--- config.mk ---
export PLATFORM = sky130hd
export DESIGN_NAME = obi_sram_arbiter
export DESIGN_NICKNAME = d
export VERILOG_FILES = /design/src/rtl/obi_sram_arbiter.sv
export SDC_FILE = /design/constraint.sdc
export NUM_CORES = 1
export LEC_CHECK = 0
export ABC_AREA = 0
export ABC_CLOCK_PERIOD_IN_PS = 4800
export CORE_AREA = 3 3 137 139
export CTS_BUF_LIST = sky130_fd_sc_hd__clkbuf_8
export DETAILED_ROUTE_END_ITERATION = 8
export DIE_AREA = 0 0 140 142
export PLACE_DENSITY = 0.66
export SKIP_LAST_GASP = 1
export SYNTH_ARGS = -nofsm -noshare
export SYNTH_HDL_FRONTEND = slang
export SYNTH_SLANG_ARGS = --single-unit
--- constraint.sdc ---
create_clock -name clk_i -period 4.8 [get_ports clk_i]
set_clock_uncertainty 0.2 [all_clocks]
set_input_delay 0.96 -clock clk_i [delete_from_list [all_inputs] [get_ports clk_i]]
set_output_delay 0.96 -clock clk_i [all_outputs]
set_load 0.03 [all_outputs]
--- src/rtl/obi_sram_arbiter.sv ---
// Two-master OBI arbiter in front of one SRAM data port: round-robin
// selection, m1 lock with idle timeout, in-order response routing, and
// sticky capture of the first illegal access.
//
// Ports:
//   clk_i, rst_i           clock, synchronous active-high reset
//   m0_* / m1_*            OBI subordinate ports (core data / SPI cache fill)
//   m1_lock_i              m1 asks to keep ownership after this beat
//   s_*                    OBI manager port towards the SRAM wrapper
//   s_illegal_i            wrapper flags the current request as illegal
//   err_valid_o/id/addr    first captured illegal access, cleared by err_clr_i
module obi_sram_arbiter #(
    parameter int unsigned MAX_OUTSTANDING = 2,
    parameter int unsigned LOCK_TIMEOUT    = 16
) (
    input  logic        clk_i,
    input  logic        rst_i,
    input  logic        m0_req_i,
    output logic        m0_gnt_o,
    input  logic [31:0] m0_addr_i,
    input  logic        m0_we_i,
    input  logic [3:0]  m0_be_i,
    input  logic [31:0] m0_wdata_i,
    output logic        m0_rvalid_o,
    output logic [31:0] m0_rdata_o,
    input  logic        m1_req_i,
    output logic        m1_gnt_o,
    input  logic [31:0] m1_addr_i,
    input  logic        m1_we_i,
    input  logic [3:0]  m1_be_i,
    input  logic [31:0] m1_wdata_i,
    output logic        m1_rvalid_o,
    output logic [31:0] m1_rdata_o,
    input  logic        m1_lock_i,
    output logic        s_req_o,
    input  logic        s_gnt_i,
    output logic [31:0] s_addr_o,
    output logic        s_we_o,
    output logic [3:0]  s_be_o,
    output logic [31:0] s_wdata_o,
    input  logic        s_rvalid_i,
    input  logic [31:0] s_rdata_i,
    input  logic        s_illegal_i,
    output logic        err_valid_o,
    output logic        err_id_o,
    output logic [31:0] err_addr_o,
    input  logic        err_clr_i
);

    logic        lock_q;
    logic [7:0]  tmr_q;
    logic        last_q;
    logic [3:0]  fifo_q;
    logic [1:0]  wr_q;
    logic [1:0]  rd_q;
    logic [2:0]  cnt_q;
    logic        err_valid_q;
    logic        err_id_q;
    logic [31:0] err_addr_q;

    logic        sel;
    logic        sel_req;
    logic        full;
    logic        hs;
    logic        pop;
    logic        head;

    function automatic logic [1:0] nxt(input logic [1:0] p);
        return (p == 2'(MAX_OUTSTANDING - 1)) ? 2'd0 : p + 2'd1;
    endfunction

    // While locked only m1 may issue; m0 requests must not open a
    // transaction on m1's behalf, so the request is gated by m1_req_i.
    always_comb begin
        sel     = m1_req_i;
        sel_req = m0_req_i | m1_req_i;
        if (lock_q) begin
            sel     = 1'b1;
            sel_req = m1_req_i;
        end else if (m0_req_i && m1_req_i) begin
            sel = ~last_q;
        end
    end

    // Full comes from the registered count only: a pop this cycle does
    // not make room until the next one.
    assign full = (cnt_q == 3'(MAX_OUTSTANDING));
    assign hs   = s_req_o & s_gnt_i;
    assign pop  = s_rvalid_i & (cnt_q != 3'd0) & ~rst_i;
    assign head = fifo_q[rd_q];

    always_comb begin
        s_req_o   = sel_req & ~full & ~rst_i;
        s_addr_o  = '0;
        s_we_o    = 1'b0;
        s_be_o    = '0;
        s_wdata_o = '0;
        if (s_req_o) begin
            s_addr_o  = sel ? m1_addr_i  : m0_addr_i;
            s_we_o    = sel ? m1_we_i    : m0_we_i;
            s_be_o    = sel ? m1_be_i    : m0_be_i;
            s_wdata_o = sel ? m1_wdata_i : m0_wdata_i;
        end
    end

    assign m0_gnt_o    = hs & ~sel;
    assign m1_gnt_o    = hs & sel;
    assign m0_rvalid_o = pop & ~head;
    assign m1_rvalid_o = pop & head;
    assign m0_rdata_o  = s_rdata_i;
    assign m1_rdata_o  = s_rdata_i;
    assign err_valid_o = err_valid_q;
    assign err_id_o    = err_id_q;
    assign err_addr_o  = err_addr_q;

    always_ff @(posedge clk_i) begin
        if (rst_i) begin
            lock_q      <= 1'b0;
            tmr_q       <= '0;
            last_q      <= 1'b1;
            fifo_q      <= '0;
            wr_q        <= '0;
            rd_q        <= '0;
            cnt_q       <= '0;
            err_valid_q <= 1'b0;
            err_id_q    <= 1'b0;
            err_addr_q  <= '0;
        end else begin
            if (hs) begin
                fifo_q[wr_q] <= sel;
                wr_q         <= nxt(wr_q);
                last_q       <= sel;
            end
            if (pop) begin
                rd_q <= nxt(rd_q);
            end
            unique case ({hs, pop})
                2'b10:   cnt_q <= cnt_q + 3'd1;
                2'b01:   cnt_q <= cnt_q - 3'd1;
                default: cnt_q <= cnt_q;
            endcase

            if (hs && sel) begin
                lock_q <= m1_lock_i;
                tmr_q  <= '0;
            end else if (lock_q && !m1_req_i) begin
                if (tmr_q == 8'(LOCK_TIMEOUT - 1)) begin
                    lock_q <= 1'b0;
                    tmr_q  <= '0;
                end else begin
                    tmr_q <= tmr_q + 8'd1;
                end
            end else begin
                tmr_q <= '0;
            end

            // A fresh illegal handshake beats a simultaneous clear.
            if (hs && s_illegal_i && (!err_valid_q || err_clr_i)) begin
                err_valid_q <= 1'b1;
                err_id_q    <= sel;
                err_addr_q  <= s_addr_o;
            end else if (err_clr_i) begin
                err_valid_q <= 1'b0;
            end
        end
    end

endmodule

==> metrics.txt, run 1 <==
R2R Path Start cnt_q[1]; FP Rows 49; Port Buffers ~250; Slew @ Worst Pin about 1.0 ns; worst-case reg-to-reg path depth 8; max-slew violation count 0; ys flop type dfxtp_1; WHS Endpoint rd_q[1]; status complete, no violations; Hold Startpoint rd_q[1]; total track usage 0.1411; Vias/cell 4.284; Vias ~3700; P&R area growth vs syn 69.28%; arrival time worst endpoint roughly 3.4 ns; clk buf depth 2; Final Net Count approximately 810; # diodes 0; min-delay worst type flip-flop to flip-flop; crit start category input pin; Achievable Freq 0.2219 GHz; I/O Pins about 350; Worst IR Drop VDD 0.0001458 V; syn_area_per_cell ~8.1 sq um; CP Buf/Inv Count 3; Post-synth EDFFs 0; Root Driver clkbuf_8; number of nets with antenna violations after routing 0; TNS Setup 0 ns; crit path kind input pin to output pin; CTS sink count 55; fraction of layout cells with a size suffix above 1 0.1236; Worst Path Required 3.64 ns; Syn Inst Count about 450; hold depth 1; Gates resized, CTS repair 0; postcts setup bufs 0; clk_lat worst skew slightly above 0.3 ns; Routed WL between 15000 and 20000 microns; Slew HR 0.3162; R2R Setup Slk around 2.1 ns; final setup violation count 0; GRT overflow 0; post-synthesis cell type count 44; global placer's final weighted congestion ~0.83; crit path max-delay cell type clkdlybuf4s50_1; post-DP HPWL around 12000 microns; Total Die Area between 15000 and 20000 sq um; first-pass GRT wire length 22020 microns; ys async rst share 0; First DRT Iteration DRCs ~140; chip width ~140 microns; largest net degree at the start of global routing 39; Mapped Area 3608 sq um; vias in the first global route between 3000 and 4000; Initial Util 0.2030; cell mode on critical path clkdlybuf4s50_1; Tmin final between 4 and 5 ns; H-Tree Depth 2; critical path peak fanout 12; total CTS buffers 5; Net Count, Synth between 600 and 700; Routed WL per cell about 18 microns; Hold Buf Count CTS 0; core area approximately 18000 sq um; initial antenna violation count 0; P_leak roughly 2.4 nW; Yosys warning total 0; crit-path leading delay family buffers and inverters; Worst R2R End cnt_q[2]; period utilization 0.9390; Synth Register Bits 55; crit-path cells clkdlybuf4s50_1 -> a21boi_2 -> nor2_4 -> buf_4 -> mux2i_1 -> nor2_1 -> clkdlybuf4s50_1; number of max-cap violations 0; register area share after synthesis 0.3051; Final Hold Vio Count 0; total power ~1.5 mW; DR pass1 iterations 4; clock slew at reported path FFs ~0.10 ns; RSZ-0062 raised after global routing false; DRC violations left 0; die height between 100 and 150 microns; Power Density about 240 nW/um^2; CP max stage delay roughly 0.60 ns; Worst setup EP type output pin; CTS tree built
stage by stage:
stage	utilization	hold slack, ns	worst slack [ns]	instances	cell area [sq um]
4_1_cts	0.3436	0.2708	0.3056	860	6108
6_report	0.3436	0.2661	0.2927	860	6108
3_5_place_dp	0.3371	0.2472	0.3211	852	5993
5_1_grt	0.3436	0.2914	0.1829	860	6108
3_3_place_gp	0.3371	0.2441	0.3170	852	5993
2_1_floorplan	-	0.2300	1.430	446	3608
cell usage after synthesis (5+ instances only):
cell,count,share of area
a21oi_1,42,0.058
buf_2,11,0.015
buf_4,69,0.14
buf_6,9,0.028
dfxtp_1,55,0.31
inv_1,9,0.0094
mux2i_1,33,0.092
nand2_1,78,0.081
nand3_1,5,0.0069
nor2_1,51,0.053
o2bb2ai_1,32,0.078
xnor2_1,5,0.012
per-layer routing:
layer	vias up	wire (microns)	track usage
met2	226	7632	0.2512
met5	-	0	0
met3	21	1580	0.05612
met1	1626	5726	0.1590
met4	0	237	0.03417
li1	1811	-	-
cells in the final DEF (no fill, tap or decap), drive strengths merged, types with 3 or more instances in the layout:
cell           synthesis  final
nor2                  53     53
clkdlybuf4s50          0    210
xor2                   4      4
nand3                  6      6
mux2i                 33     33
o2bb2ai               32     32
o211ai                 3      3
o31ai                  4      4
inv                   10     11
a21oi                 42     42
nand2                 79     79
dfxtp                 55     55
o21ai                  3      3
xnor2                  5      5
clkbuf                 2      5
buf                   89     58
area by class of cell:
class                   count  area, sq um
flip-flops and latches     55         1101
clock inverters             3        46.29
fillers                  1847        11670
clock buffers               5        68.82
multi-input cells         290         1793
well taps                 229        286.5
repair buffers            268         2775
inverters                  10        37.54
worst max-delay path by stage:
stage,start,end,cells after the start
after CTS,m1_req_i,s_addr_o[12],7
final,m1_req_i,s_addr_o[14],7
after detailed placement,m1_req_i,s_addr_o[19],7
after floorplan,m1_req_i,s_be_o[0],6
after global routing,m1_req_i,s_addr_o[19],7
after global placement,m1_req_i,s_addr_o[12],7
cell families (layout without fill, tap and decap cells):
kind of cell	after synthesis	after routing	share of synthesized area
AO/OA/AOI/OAI	91	91	0.1817
XOR/XNOR	9	9	0.02184
adder cells (fa/ha/maj)	3	3	0.01248
buffers and inverters	101	286	0.1994
flip-flops	55	55	0.3051
multiplexers	34	34	0.09778
AND/OR/NAND/NOR	153	153	0.1817
power by group:
part           total, mW  internal, mW  switching [mW]  leakage [nW]
Sequential         0.493         0.479          0.0147         0.447
Clock              0.320         0.157           0.163        0.0548
Combinational      0.638         0.307           0.330          1.92
sequential cells by signal, summed over array words and instances, names as in the netlist:
signal / flops
err_addr_o: 32
last_q: 1
fifo_q: 4
lock_q: 1
err_id_o: 1
cnt_q: 3
tmr_q: 8
err_valid_o: 1
rd_q: 2
wr_q: 2
(Power assumes the default switching activity.)
==> inputs of run 2 (changes only) <==
Settings changed: ABC_CLOCK_PERIOD_IN_PS 4800 to 5600.
Clock period 4.8 ns to 5.6 ns, I/O delays scaled along.
==> run 2 against run 1 <==
Against the previous run:
- clock-buffer cell count unchanged
- setup slack better by 0.35 ns
- sequential power fell by 14%
- critical endpoint is now s_wdata_o[20]
- largest power group unchanged
==> metrics.txt, run 2 (synthesized netlist as in run 1, its figures left out) <==
status complete, no violations; GR Layer Usage met3 0.05612; TNS Setup 0 ns; Hold Buf Count CTS 0; initial antenna violation count 0; Gates resized, CTS repair 0; P_leak around 2.3 nW; # diodes 0; DRC violations left 0; vias in the first global route approximately 3700; Routed WL ~16000 microns; RSZ-0062 raised after global routing false; fraction of layout cells with a size suffix above 1 0.07395; first-pass GRT wire length between 20000 and 25000 microns; Worst IR Drop VDD between 0.0001 and 0.00015 V; die height about 140 microns; Worst Path Required around 4.3 ns; total track usage 0.1453; cell mode on critical path clkdlybuf4s50_1; most frequent cells in the layout clkdlybuf4s50_1 (233), nand2_1 (78), dfxtp_1 (55); First DRT Iteration DRCs 100; Final Hold Vio Count 0; FP Rows ~50; clk_lat worst skew 0.30 ns; CTS tree built; period utilization 0.8849; met1 usage 0.1573; crit-path cells clkdlybuf4s50_1 -> a21boi_2 -> or2_1 -> buf_4 -> nand2_1 -> a21oi_1 -> clkdlybuf4s50_1; Port Buffers between 200 and 300; post-DP HPWL around 13000 microns; DR pass1 iterations 4; Final Net Count between 800 and 900; Achievable Freq 0.2018 GHz; clock slew at reported path FFs ~0.1 ns; min-delay worst type flip-flop to flip-flop; chip width about 140 microns; total CTS buffers 5; P&R area growth vs syn 66.96%; placed standard-cell area 5948 sq um; Power Density approximately 190 nW/um^2; Slew HR 0.2899; H-Tree Depth 2; most common cell after layout, fill and taps aside clkdlybuf4s50_1; Worst setup EP type output pin; Slew @ Worst Pin roughly 1.1 ns; final setup violation count 0; clk buf depth 2; I/O Pins between 300 and 400; Initial Util 0.2030; arrival time worst endpoint 3.64 ns; Vias around 3700; max-slew violation count 0; crit start category input pin; Root Driver clkbuf_8; CTS sink count between 50 and 60; GRT busiest layer met2; Vias/cell roughly 4.3; global placer's final weighted congestion 0.8079; crit path kind input pin to output pin; core area around 18000 sq um; Routed WL per cell 18.42 microns; Tmin final 4.955 ns; number of nets with antenna violations after routing 0; crit-path leading delay family buffers and inverters; crit path max-delay cell type clkdlybuf4s50_1; postcts setup bufs 0; GRT overflow 0; critical path peak fanout 29; Fillers 1859; number of max-cap violations 0; largest net degree at the start of global routing 65; met2 Resource Use GR 0.2684; CP max stage delay between 0.7 and 0.8 ns; CP Buf/Inv Count 3; max FFs per register 32; Total Die Area just under 20000 sq um; Design Area, Final around 6000 sq um
[run 2: cell types whose count changed in the layout (fill, tap and decap cells not counted), sizes merged]
cell and change:
buf -30, inv -1, bufinv -1, clkdlybuf4s50 +23
[run 2: path summary, 6_finish.rpt]
path         startpoint            end  cells past startpoint  slack (ns)
max            m1_req_i  s_wdata_o[20]                      7        0.64
min            err_id_o       err_id_o                      2        0.27
max reg2reg    cnt_q[1]       cnt_q[2]                      8        2.96
min reg2reg    err_id_o       err_id_o                      2        0.27
[run 2: tightest hold or removal path, delay by kind of cell, from the launching register on]
family	cells	cell delay, ns
flops	1	0.33
simple gates	1	0.05
mux	1	0.05
[run 2: power breakdown]
| part | switching [mW] | total, mW | internal (mW) |
|---|---|---|---|
| clock network | 0.124 | 0.207 | 0.0835 |
| registers | 0.0129 | 0.423 | 0.410 |
| logic | 0.285 | 0.541 | 0.257 |
| total | 0.421 | 1.17 | 0.750 |
[run 2: metrics by stage]
step	std cells	hold WS, ns	setup slack [ns]	util	power, mW
2_1_floorplan	446	0.2300	1.910	-	0.7875
3_3_place_gp	845	0.2450	0.6049	0.3346	0.9765
3_5_place_dp	845	0.2471	0.6069	0.3346	0.9756
4_1_cts	851	0.2720	0.5881	0.3388	1.188
5_1_grt	851	0.2858	0.4563	0.3388	1.232
6_report	851	0.2714	0.6447	0.3388	1.172
[run 2: metal layers]
layer  vias to the layer above  part of all wire
met5                         -                 0
met4                         0             0.014
met3                        16              0.10
met2                       219              0.52
met1                      1664              0.36
li1                       1795                 -
[run 2: final cells by class]
type / count / area, sq um / area share
Clock buffer: 5 / 68.82 / 0.01142
Sequential cell: 55 / 1101 / 0.1828
Tap cell: 229 / 286.5 / 0.04756
Inverter: 10 / 37.54 / 0.006231
Multi-Input combinational cell: 290 / 1793 / 0.2976
Timing Repair Buffer: 261 / 2730 / 0.4532
Clock inverter: 1 / 7.507 / 0.001246
